`src/rtl/multisim_client_pull_arbiter.sv`:
```
// Round-robin arbiter sharing one multisim_client_pull channel between N_REQ consumers.
// Each pulled item sits in a one-entry holding register until the granted consumer takes it.
module multisim_client_pull_arbiter #(
  parameter int DATA_WIDTH = 64,
  parameter int N_REQ      = 4,
  parameter int MAX_BURST  = 4,
  localparam int IDX_W     = (N_REQ > 1) ? $clog2(N_REQ) : 1
) (
  input  logic                  clk,
  input  logic                  rst,
  input  logic [N_REQ-1:0]      req,
  output logic [N_REQ-1:0]      dn_vld,
  input  logic [N_REQ-1:0]      dn_rdy,
  output logic [DATA_WIDTH-1:0] dn_data,
  input  logic                  up_vld,
  output logic                  up_rdy,
  input  logic [DATA_WIDTH-1:0] up_data,
  output logic                  grant_vld,
  output logic [IDX_W-1:0]      grant_id
);

  localparam int               BURST_W    = (MAX_BURST > 1) ? $clog2(MAX_BURST) : 1;
  localparam logic [BURST_W-1:0] BURST_LAST = BURST_W'(MAX_BURST - 1);
  localparam logic [IDX_W-1:0]   LAST_IDX   = IDX_W'(N_REQ - 1);

  typedef enum logic [1:0] {
    IDLE,
    PULL,
    DELIVER
  } state_t;

  state_t                state;
  state_t                state_nxt;
  logic [IDX_W-1:0]      rr_ptr;
  logic [IDX_W-1:0]      pick_id;
  logic [IDX_W-1:0]      next_ptr;
  logic [BURST_W-1:0]    burst_cnt;
  logic [DATA_WIDTH-1:0] hold_data;
  logic                  any_req;
  logic                  req_granted;
  logic                  up_hs;
  logic                  dn_hs;
  logic                  burst_more;

  assign any_req     = |req;
  assign req_granted = req[grant_id];
  assign up_hs       = (state == PULL) && up_vld && req_granted;
  assign dn_hs       = (state == DELIVER) && dn_rdy[grant_id];
  assign burst_more  = req_granted && (burst_cnt < BURST_LAST);
  assign next_ptr    = (grant_id == LAST_IDX) ? '0 : grant_id + 1'b1;

  // Scanning downward lets the lowest rotated offset win without a found flag.
  always_comb begin
    int idx;
    idx     = 0;
    pick_id = rr_ptr;
    for (int k = N_REQ - 1; k >= 0; k--) begin
      idx = int'(rr_ptr) + k;
      if (idx >= N_REQ) begin
        idx = idx - N_REQ;
      end
      if (req[IDX_W'(idx)]) begin
        pick_id = IDX_W'(idx);
      end
    end
  end

  always_ff @(posedge clk) begin
    if (rst) begin
      state <= IDLE;
    end else begin
      state <= state_nxt;
    end
  end

  always_comb begin
    state_nxt = state;
    case (state)
      IDLE: begin
        if (any_req) begin
          state_nxt = PULL;
        end
      end
      PULL: begin
        if (up_hs) begin
          state_nxt = DELIVER;
        end else if (!req_granted) begin
          state_nxt = IDLE;
        end
      end
      DELIVER: begin
        if (dn_hs) begin
          state_nxt = burst_more ? PULL : IDLE;
        end
      end
      default: state_nxt = IDLE;
    endcase
  end

  always_comb begin
    up_rdy    = 1'b0;
    dn_vld    = '0;
    grant_vld = 1'b0;
    dn_data   = hold_data;
    case (state)
      PULL: begin
        up_rdy    = req_granted;
        grant_vld = 1'b1;
      end
      DELIVER: begin
        dn_vld[grant_id] = 1'b1;
        grant_vld        = 1'b1;
      end
      default: ;
    endcase
  end

  // Priority only rotates when a grant ends, so a burst keeps its consumer.
  always_ff @(posedge clk) begin
    if (rst) begin
      grant_id  <= '0;
      rr_ptr    <= '0;
      burst_cnt <= '0;
      hold_data <= '0;
    end else begin
      case (state)
        IDLE: begin
          if (any_req) begin
            grant_id  <= pick_id;
            burst_cnt <= '0;
          end
        end
        PULL: begin
          if (up_hs) begin
            hold_data <= up_data;
          end else if (!req_granted) begin
            rr_ptr <= next_ptr;
          end
        end
        DELIVER: begin
          if (dn_hs) begin
            if (burst_more) begin
              burst_cnt <= burst_cnt + 1'b1;
            end else begin
              rr_ptr <= next_ptr;
            end
          end
        end
        default: ;
      endcase
    end
  end

  a_dn_onehot : assert property (@(posedge clk) disable iff (rst) $onehot0(dn_vld));
  a_no_overlap : assert property (@(posedge clk) disable iff (rst) !(up_rdy && (|dn_vld)));

endmodule

```
`config.mk`:
```
export PLATFORM = sky130hd
export DESIGN_NAME = multisim_client_pull_arbiter
export DESIGN_NICKNAME = d
export VERILOG_FILES = /design/src/rtl/multisim_client_pull_arbiter.sv
export SDC_FILE = /design/constraint.sdc
export NUM_CORES = 1
export LEC_CHECK = 0
export ABC_AREA = 1
export CORE_MARGIN = 3
export CORE_UTILIZATION = 45
export CTS_BUF_LIST = sky130_fd_sc_hd__clkbuf_8
export DETAILED_ROUTE_END_ITERATION = 8
export GPL_TIMING_DRIVEN = 0
export MAX_ROUTING_LAYER = met4
export PLACE_DENSITY = 0.95
export RECOVER_POWER = 50
export SLEW_MARGIN = 25
export SYNTH_ARGS = -nofsm -noshare
export SYNTH_HDL_FRONTEND = slang
export SYNTH_SLANG_ARGS = --single-unit
```
`constraint.sdc`:
```
create_clock -name clk -period 3.5 [get_ports clk]
set_input_delay 1.05 -clock clk [delete_from_list [all_inputs] [get_ports clk]]
set_output_delay 1.05 -clock clk [all_outputs]
set_load 0.05 [all_outputs]
```
==> results_dict.tcl <==
set metrics [dict create \
    rows 29 \
    cts_num_sinks 72 \
    cts_tree "built" \
    avgSynthCellArea_um2 7.18 \
    setup_viol 0 \
    grt_pass1_vias 3213 \
    fmax_mhz 298 \
    rsz0062_at_grt "false" \
    sw_frac_of_total_pct 44.9 \
    setup_slack_ns 0.144 \
    tightest_slew_ns 0.631 \
    p_per_area_nw_per_um2 683 \
    ys.warnings.count 0 \
    synth_mux_area_share_pct 0 \
    die_area_um2 7770 \
    cts_buffers 9 \
    min_to "burst_cnt[1]" \
    ctsHoldBuffers 0 \
    maxSlewHeadroom_pct 57.9 \
    synth_xor_area_share_pct 0 \
    fin_nets 664 \
    p_leak_nw 2.13 \
    period_share_pct 95.9 \
    reg2reg_from "grant_id[0]" \
    drtIter0Drc 111 \
    startpoint_type "input pin" \
    status "finished, final reports clean" \
    dp_slack_ns -0.287 \
    ys_seq_area_share_pct 47.5 \
    gp_congestion 0.845 \
    clk_pin_slew_ns 0.07 \
    n_antenna_cell 0 \
    via_count 3310 \
    htreeDepth 3 \
    detailed_place_hpwl_um 6660 \
    die_w_um 88.1 \
    grt.total_usage_pct 23.9 \
    min_from "burst_cnt[1]" \
    critPathCaptureType "primary output" \
    pwr-share-seq_pct 34.3 \
    via_per_inst 5.00 \
    ant_nets 0 \
    clock_latency_ns 0.33 \
    synth_nets 507 \
    post-route-util_pct 72.8 \
    finalCriticalPeriod_ns 3.36 \
    cts_resized 2 \
    synth-seq-cells 72 \
    pin_count 147 \
    clockRootBuffer "clkbuf_8" \
    finClkSkew_ns 0.00819 \
    arrival_ns 2.31 \
    portBuffers 146 \
    hold_class "reg -> reg" \
    hold_slack_ns 0.492 \
    postCtsSetupBuffers 0 \
    worstSetupPathType "in -> out" \
    wl_um 9040 \
    required_ns 2.45 \
    syn_to_final_growth_pct 54.8 \
    finalHoldViolations 0 \
    initial_core_util_pct 47.0 \
    cts_buffer_depth 2 \
    max_cap_violations 0 \
    synth_top_family_by_area "simple AND/OR/NAND/NOR gates" \
    whs_path_depth 2 \
    crit_path_max_fanout 3 \
    syn_area_um2 3040 \
    gr-total-overflow 0 \
    antenna_found_initial 0 \
    synth_compound_area_share_pct 13.0 \
    switchingPower_w 0.00144 \
    synthAdderAreaFrac_pct 3.71 \
    die_h_um 88.1 \
    syn_inst 423 \
    power_frac_clock_pct 17.5 \
    p_int_w 0.00177 \
    fillers 509 \
    core_um2 6460 \
    drive_above_1_share_pct 4.27 \
    drv_slew 0 \
    grt_pass1_wl_um 14200 \
    synth-simple-area-share_pct 27.8 \
    r2r-end "dn_data[22]" \
    synth.distinct_cells 20 \
    peakVddDrop_v 0.000441 \
    wire_per_inst_um 13.7 \
    reg2reg_setup_slack_ns 1.17 \
    drc 0 \
    p_comb_share_pct 48.3 \
    grt_max_degree 12 \
    drt-pass1-iter-count 5 \
    worstRegToRegCells 10 \
]
-- layout by cell type, fill, tap and decap left out, drive strengths merged --
| cell | synthesis | layout |
|---|---|---|
| a21oi | 4 | 4 |
| and2 | 1 | 1 |
| buf | 16 | 8 |
| clkbuf | 7 | 26 |
| clkdlybuf4s50 | 0 | 144 |
| clkinv | 0 | 2 |
| clkinvlp | 0 | 1 |
| dfxtp | 72 | 72 |
| dlygate4sd3 | 0 | 1 |
| ha | 9 | 9 |
| inv | 26 | 29 |
| nand2 | 54 | 54 |
| nand3 | 12 | 12 |
| nand4 | 2 | 2 |
| nor2 | 145 | 145 |
| nor3 | 1 | 1 |
| o21a | 1 | 1 |
| o21ai | 72 | 72 |
| o21bai | 1 | 1 |
-- cells in the mapped netlist --
master | instances | area (um2)
dfxtp_1 | 72 | 1440
buf_6 | 6 | 67.6
inv_2 | 1 | 3.75
buf_4 | 1 | 7.51
o21a_1 | 1 | 7.51
nor2_1 | 144 | 541
nor3_1 | 1 | 5.00
nand3_2 | 2 | 20.0
and2_1 | 1 | 6.26
nand3_1 | 10 | 50.1
clkbuf_1 | 7 | 26.3
a21oi_1 | 4 | 20.0
o21bai_1 | 1 | 7.51
ha_1 | 9 | 113
nor2_2 | 1 | 6.26
inv_1 | 25 | 93.8
nand2_1 | 54 | 203
o21ai_0 | 72 | 360
buf_2 | 9 | 45.0
nand4_1 | 2 | 12.5
-- flip-flops by register name (all words and copies together) (netlist names) --
signal / count
rr_ptr: 2
dn_data: 64
grant_id: 2
state: 2
burst_cnt: 2
-- worst max-delay path: stages --
cell and delay [ns]:
dlygate4sd3_1 0.59, nand2_1 0.08, nand3_2 0.07, nand3_1 0.14, inv_1 0.10, clkbuf_2 0.28
-- final cells by class --
cell class / instances / area [um2] / share of cell area [%]
timing repair buffer: 146 / 1460 / 31.0
tap: 77 / 96.3 / 2.05
inverter: 26 / 97.6 / 2.08
multi-input combinational: 302 / 1350 / 28.6
clock inverter: 6 / 28.8 / 0.612
buffer: 23 / 96.3 / 2.05
sequential: 72 / 1440 / 30.7
clock buffer: 10 / 138 / 2.93
-- kinds of logic after synthesis --
family / count (synthesis)
buf+inv: 49
simple gates: 215
flops: 72
fa+ha+maj: 9
compound gates: 78
-- metrics by stage --
step           setup TNS (ns)  total power, W  cell area (um2)  std cells
6_report                    0         0.00321             4700        662
5_1_grt                     0         0.00340             4700        662
4_1_cts                     0         0.00324             4760        662
3_5_place_dp           -0.287         0.00268             4590        646
3_3_place_gp           -0.285         0.00263             4590        646
2_1_floorplan               0         0.00215             3040        423
-- power groups by stage --
stage	Clock [W]	Combinational [W]	Sequential [W]
3_5_place_dp	0	0.00157	0.00111
5_1_grt	0.000606	0.00167	0.00112
2_1_floorplan	0	0.000555	0.00159
3_3_place_gp	0	0.00153	0.00110
4_1_cts	0.000569	0.00158	0.00110
6_report	0.000561	0.00155	0.00110
-- worst max path at each step --
stage / depth (start not counted) / endpoint / start / slack [ns]
2_1_floorplan: 4 / up_rdy / req[3] / 0.80
3_3_place_gp: 6 / up_rdy / req[3] / -0.29
3_5_place_dp: 6 / up_rdy / req[3] / -0.29
4_1_cts: 6 / up_rdy / req[3] / 0.01
5_1_grt: 6 / up_rdy / req[0] / 0.05
6_report: 6 / up_rdy / req[0] / 0.14
-- per-layer routing --
| layer | GRT usage [%] | vias to the layer above | share of wire, % |
|---|---|---|---|
| li1 | - | 1643 | - |
| met1 | 27.5 | 1500 | 42 |
| met2 | 39.8 | 151 | 49 |
| met3 | 6.11 | 16 | 6.9 |
| met4 | 9.20 | 0 | 2.1 |
| met5 | - | - | 0 |
Note: power is estimated with default switching activity, not from simulation.
